$ cat config.mk
export PLATFORM = sky130hd
export DESIGN_NAME = burst_pattern_gen
export DESIGN_NICKNAME = d
export VERILOG_FILES = /design/src/rtl/burst_pattern_gen.sv
export SDC_FILE = /design/constraint.sdc
export NUM_CORES = 1
export LEC_CHECK = 0
export CAP_MARGIN = 25
export CORE_MARGIN = 10
export CORE_UTILIZATION = 54
export CTS_BUF_LIST = sky130_fd_sc_hd__clkbuf_4 sky130_fd_sc_hd__clkbuf_8 sky130_fd_sc_hd__clkbuf_16
export DETAILED_ROUTE_END_ITERATION = 12
export HOLD_SLACK_MARGIN = 0.08
export PLACE_DENSITY_LB_ADDON = 0.25
export SLEW_MARGIN = 20
export SYNTH_ARGS = -nofsm -noshare
export SYNTH_HDL_FRONTEND = slang
export SYNTH_SLANG_ARGS = --single-unit
$ cat constraint.sdc
create_clock -name clk -period 15.2 [get_ports clk]
set_input_delay 1.52 -clock clk [delete_from_list [all_inputs] [get_ports clk]]
set_output_delay 1.52 -clock clk [all_outputs]
set_load 0.05 [all_outputs]
$ cat src/rtl/burst_pattern_gen.sv
// Burst error-pattern generator: builds up to 16 consecutive bit-flip positions, one slot per cycle,
// then holds them for a valid/ready handshake. Optional LFSR start position under BURST_PATTERN_RAND_EN.
//   state  | meaning
//   IDLE   | waiting for start; slots retain last pattern
//   BUILD  | writing slot k (0..15), one per cycle
//   HOLD   | pattern valid, waiting for err_ready
module burst_pattern_gen #(
    parameter int          DATA_W    = 128,
    parameter int          MAX_BURST = 16,
    parameter logic [7:0]  NONE_CODE = 8'h80
) (
    input  logic        clk,
    input  logic        rst,
    input  logic        start,
    input  logic [6:0]  cfg_pos,
    input  logic [4:0]  cfg_len,
    input  logic        cfg_rand,
    output logic        busy,
    output logic        err_valid,
    input  logic        err_ready,
    output logic [7:0]  error_0,
    output logic [7:0]  error_1,
    output logic [7:0]  error_2,
    output logic [7:0]  error_3,
    output logic [7:0]  error_4,
    output logic [7:0]  error_5,
    output logic [7:0]  error_6,
    output logic [7:0]  error_7,
    output logic [7:0]  error_8,
    output logic [7:0]  error_9,
    output logic [7:0]  error_10,
    output logic [7:0]  error_11,
    output logic [7:0]  error_12,
    output logic [7:0]  error_13,
    output logic [7:0]  error_14,
    output logic [7:0]  error_15,
    output logic [15:0] burst_cnt
);

    localparam int K_W = $clog2(MAX_BURST);

    typedef enum logic [1:0] {
        ST_IDLE  = 2'd0,
        ST_BUILD = 2'd1,
        ST_HOLD  = 2'd2
    } state_t;

    state_t         r_state;
    state_t         w_state_nxt;
    logic [K_W-1:0] r_k;
    logic [6:0]     r_pos;
    logic [4:0]     r_len;
    logic [7:0]     r_slot [MAX_BURST];
    logic           r_busy;
    logic           r_err_valid;
    logic [15:0]    r_burst_cnt;

    logic           w_accept;
    logic           w_last;
    logic           w_done;
    logic [4:0]     w_len_clamp;
    logic [6:0]     w_pos_sel;
    logic [7:0]     w_sum;
    logic [7:0]     w_wrap;
    logic [7:0]     w_slot_val;

`ifdef BURST_PATTERN_RAND_EN
    logic [6:0]     r_lfsr;

    // x^7 + x^6 + 1, seeded non-zero so the all-zero lock-up state is unreachable
    always_ff @(posedge clk or posedge rst) begin
        if (rst) begin
            r_lfsr <= 7'h01;
        end else begin
            r_lfsr <= {r_lfsr[5:0], r_lfsr[6] ^ r_lfsr[5]};
        end
    end

    assign w_pos_sel = cfg_rand ? r_lfsr : cfg_pos;
`else
    logic w_unused_cfg_rand;

    assign w_unused_cfg_rand = cfg_rand;
    assign w_pos_sel         = cfg_pos;
`endif

    assign w_len_clamp = (cfg_len > 5'(MAX_BURST)) ? 5'(MAX_BURST) : cfg_len;
    assign w_accept    = (r_state == ST_IDLE)  && start;
    assign w_last      = (r_state == ST_BUILD) && (r_k == K_W'(MAX_BURST - 1));
    assign w_done      = (r_state == ST_HOLD)  && err_ready;

    // Position wrap kept generic for any DATA_W up to 128
    assign w_sum      = {1'b0, r_pos} + 8'(r_k);
    assign w_wrap     = (w_sum >= 8'(DATA_W)) ? (w_sum - 8'(DATA_W)) : w_sum;
    assign w_slot_val = (5'(r_k) < r_len) ? {1'b0, w_wrap[6:0]} : NONE_CODE;

    always_ff @(posedge clk or posedge rst) begin
        if (rst) begin
            r_state <= ST_IDLE;
        end else begin
            r_state <= w_state_nxt;
        end
    end

    always_comb begin
        w_state_nxt = r_state;
        case (r_state)
            ST_IDLE: begin
                if (start) begin
                    w_state_nxt = ST_BUILD;
                end
            end
            ST_BUILD: begin
                if (w_last) begin
                    w_state_nxt = ST_HOLD;
                end
            end
            ST_HOLD: begin
                if (err_ready) begin
                    w_state_nxt = ST_IDLE;
                end
            end
            default: begin
                w_state_nxt = ST_IDLE;
            end
        endcase
    end

    always_ff @(posedge clk or posedge rst) begin
        if (rst) begin
            r_k   <= '0;
            r_pos <= '0;
            r_len <= '0;
            for (int i = 0; i < MAX_BURST; i++) begin
                r_slot[i] <= NONE_CODE;
            end
        end else if (w_accept) begin
            r_k   <= '0;
            r_pos <= w_pos_sel;
            r_len <= w_len_clamp;
            for (int i = 0; i < MAX_BURST; i++) begin
                r_slot[i] <= NONE_CODE;
            end
        end else if (r_state == ST_BUILD) begin
            r_slot[r_k] <= w_slot_val;
            r_k         <= r_k + 1'b1;
        end
    end

    always_ff @(posedge clk or posedge rst) begin
        if (rst) begin
            r_busy      <= 1'b0;
            r_err_valid <= 1'b0;
            r_burst_cnt <= '0;
        end else begin
            r_busy <= (w_state_nxt != ST_IDLE);
            if (w_last) begin
                r_err_valid <= 1'b1;
            end else if (w_done) begin
                r_err_valid <= 1'b0;
            end
            if (w_done && (r_burst_cnt != 16'hFFFF)) begin
                r_burst_cnt <= r_burst_cnt + 16'd1;
            end
        end
    end

    assign busy      = r_busy;
    assign err_valid = r_err_valid;
    assign burst_cnt = r_burst_cnt;

    assign error_0  = r_slot[0];
    assign error_1  = r_slot[1];
    assign error_2  = r_slot[2];
    assign error_3  = r_slot[3];
    assign error_4  = r_slot[4];
    assign error_5  = r_slot[5];
    assign error_6  = r_slot[6];
    assign error_7  = r_slot[7];
    assign error_8  = r_slot[8];
    assign error_9  = r_slot[9];
    assign error_10 = r_slot[10];
    assign error_11 = r_slot[11];
    assign error_12 = r_slot[12];
    assign error_13 = r_slot[13];
    assign error_14 = r_slot[14];
    assign error_15 = r_slot[15];

endmodule

### After elaboration in Yosys (flattened, before gate mapping)

Index checks and enable logic that the tools add are counted.

* logic and storage cells: 62
* flip-flop bits (word level): 164
* output and inout bits: 146
* bits of input ports: 17

* add/sub/neg operators: 4
* order comparisons: 5
* eq/ne operators: 4
* muxes and demuxes: 16
* bitwise logic cells: 1
* reduce and logical (&&, ||, !) cells: 9

Operators with widths (number)
* $mux 128: 2
* $bwmux 128: 1
* $demux 8 s4: 1
* $add 16x1->16 const B: 1
* $mux 8: 2
* $ne 16x16->1 const B: 1
* $add 7x4->8: 1
* $ge 8x8->1 const B: 1
* $mux 4: 2
* $mux 7: 1
* $sub 7x1->7 const B: 1
* $mux 2: 3
* $pmux 2 s3: 1
* $reduce_bool 2->1: 3
* $ge 5x5->1 const B: 1
* $gt 5x5->1 const B: 1
* $logic_and 1x1->1: 5
* $lt 4x5->1: 1
* $lt 5x1->1 const B: 1
* $mux 5: 1
* $not 4->5: 1
* $add 4x1->4 const B: 1
* $eq 4x4->1 const B: 1
* $eq 2x1->1 const B: 1
* other kinds (3): 4

### Logic depth before layout (Yosys ltp)

* depth in word-level cells: 8
* mapped depth: 8
* depth with buffers taken out: 6

### Least setup slack after synthesis

OpenSTA, ideal clock, no wires.

* kind: input -> register
* from: input err_ready
* to: register r_burst_cnt[14] (netlist: burst_cnt[14])
* buffers on the path: 0
* slack: 12.540 ns
* setup time: 0.125 ns
* stages: 4
* arrival: 2.535 ns
* required time: 15.075 ns
* cells stage by stage: nand3b_1 > or3_1 > nor2_1 > mux2_2

* cells in the longest elaborated chain, start to end: 2

Ends and longest elaborated chain
* start, declared: line 20 `input logic err_ready,`
* $logic_and 1x1->1: line 90 `assign w_done = (r_state == ST_HOLD) && err_ready;`
* $logic_and 1x1->1: line 162 `if (w_done && (r_burst_cnt != 16'hFFFF)) begin`
* end signal, assigned: line 163 `r_burst_cnt <= r_burst_cnt + 16'd1;`
* end, declared: line 56 `logic [15:0] r_burst_cnt;`

No other way between the ends.
A chain may end at the register's enable or synchronous reset.

### Final worst setup path

* from: register r_slot, in the netlist error_15[7]
* to: output error_15[7]

RTL lines
* start, declared: line 53 `logic [7:0] r_slot [MAX_BURST];`
* start signal, assigned by index: line 145 `r_slot[r_k] <= w_slot_val;`
* end, declared: line 36 `output logic [7:0] error_15,`

No word-level cell between the ends.

==> metrics.yaml <==
drv_cap: 0
clkTransAtPathRegs_ps: 60
gp_congestion: 0.899
avgSynthCellArea_um2: 10.3
initial_core_util_pct: 55.3
synth_cell_types: 55
clockRootBuffer: "clkbuf_16"
grt_start_max_net_pins: 99
crit_chain: "clkdlybuf4s50_1"
cp_data_arrival_time_ps: 1810
cts_setup_buffers: 0
routedWlPerCell_um: 19.6
via_count: 5888
nNetsFinal: 838
hold_viol_final: 0
pin_count: 163
grt_antenna_before_repair: 0
crit_fanout: 2
yosysWarnings: 0
slew_headroom_pct: 32.1
synthesis.nets: 709
layout_commonest_cell: "clkdlybuf4s50_1"
fmax_mhz: 301
drc: 0
final_cell_mix: "clkdlybuf4s50_1 (161), dfrtp_1 (148), o21ai_0 (123)"
cts_resized: 0
clock_path_buffers: 2
hold_buffers: 0
drive_gt1_share_pct: 8.40
dieArea_um2: 17900
period_minus_slack_ps: 3330
synthFlopType: "dfrtp_1"
drt-total-wl_um: 19400
overflow: 0
cp-start-kind: "flop"
finalCritPeriodShare_pct: 21.9
rsz0062_at_grt: "no"
netlist_area_um2: 6970
antennaDiodeCount: 0
finalSetupViolations: 0
report.final.slew_viol_count: 0
synthArstFlopShare_pct: 100
clock-skew-final_ps: 13.7
cp_num_buf_inv: 1
grt_pass1_wl_um: 31300
ant_nets: 0
track_usage_pct: 21.9
worst-slew-pin-transition_ps: 1020
synthToLayoutAreaGrowth_pct: 32.4
critPathCaptureType: "primary output"
max_stage_delay_ps: 850
clk_latency_ps: 430
cts_tree: "done"
p_leak_nw: 3.91
numCtsBuffers: 17
ys_seq_elements: 164
clock_sinks: 164
hold_path_class: "flop to flop"
power.density_nw_per_um2: 269
synthCells: 679
die_y_um: 134
rows: 41
portBuffers: 161
core_area_um2: 12600
htreeDepth: 4
ir_worst_vdd_v: 0.000143
grt_pass1_vias: 5746
slowest_stage: "clkdlybuf4s50_1"
status: "finished clean"
setup-tns-final_ps: 0
initialDrtViolationCount: 564
path_delay_family: "buffers and inverters"
avgViaCountPerCell: 5.93
required_ps: 13680
dp_hpwl_um: 13300
total_power_mw: 2.48
worstSetupPathType: "flop to primary output"
synth-edff-count: 0
drt_pass1_iterations: 5
seq_area_frac_synth_pct: 59.1
die_w_um: 134
## area by class of cell
class | count | area, um^2
Clock buffer | 17 | 425
Multi-Input combinational cell | 453 | 2590
Inverter | 7 | 31.3
Fill cell | 900 | 3390
Tap cell | 172 | 215
Sequential cell | 164 | 4120
Timing Repair Buffer | 165 | 1640
Clock inverter | 15 | 204
## logic make-up after synthesis
family,share of synthesized area [%]
buf+inv,3.79
mux,0.323
compound gates,14.7
fa+ha+maj,2.44
simple gates,18.2
xor+xnor,1.38
flops,59.1
## layer usage
metal	track usage, %	routed length (um)	part of all wire, %	vias up
li1	-	-	-	2705
met1	26.2	7750	40	2890
met2	35.7	9570	49	261
met3	7.56	1740	9.0	32
met4	7.92	364	1.9	0
met5	0	0	0	-
## flip-flops by register name, indices dropped and copies added, names as in the netlist, 7 cells and up
register	cells
r_pos	7
error_8	8
error_14	8
error_5	8
error_13	8
error_12	8
error_4	8
error_10	8
error_3	8
error_6	8
error_1	8
error_0	8
error_9	8
error_15	8
error_11	8
error_7	8
error_2	8
burst_cnt	16
## synthesized netlist by cell type, types with 4 or more instances
cell        n  area, um^2
dfrtp_1   148        3700
o21ai_0   123         616
nand3_1   119         596
nand2_1    52         195
clkbuf_1   32         120
nand4_1    26         163
o21ai_1    24         120
dfstp_2    16         420
nor2_1     16        60.1
buf_2      12        60.1
ha_1       12         150
buf_1       7        26.3
inv_1       7        26.3
nand3b_1    6        45.0
xor2_1      6        52.6
xnor2_1     5        43.8
a31oi_1     4        25.0
nor3_1      4        20.0
o31ai_1     4        30.0
## tightest hold or removal path, delay by kind of cell, from the launching register on
kind / cells / cell delay, ps
simple gates: 2 / 100
flops: 1 / 350
## worst paths after layout
check	depth (start not counted)	end	slack, ps	start
max in group asynchronous	3	error_0[3]	12160	rst
hold reg to reg	2	r_len[0]	480	r_len[0]
setup / recovery	1	error_15[7]	11870	error_15[7]
setup reg to reg	6	error_11[6]	12440	r_k[0]
min in group asynchronous	2	error_1[0]	1670	rst
hold / removal	2	r_len[0]	480	r_len[0]
## power by group
part | switching, mW | internal [mW]
Clock | 0.179 | 0.277
Sequential | 0.113 | 0.603
Combinational | 0.943 | 0.365
## stage by stage
| step | instance area (um^2) | hold slack [ps] | setup slack [ps] | utilization [%] | instances |
|---|---|---|---|---|---|
| global route | 9230 | 520 | 11850 | 73.2 | 993 |
| detailed placement | 8600 | 467 | 11630 | 68.2 | 961 |
| finish | 9230 | 481 | 11870 | 73.2 | 993 |
| CTS | 9230 | 486 | 11870 | 73.2 | 993 |
| floorplan | 6970 | 436 | 9270 | - | 679 |
| global placement | 8590 | 455 | 11630 | 68.1 | 959 |
No activity file was read; power rests on OpenSTA's default activity.
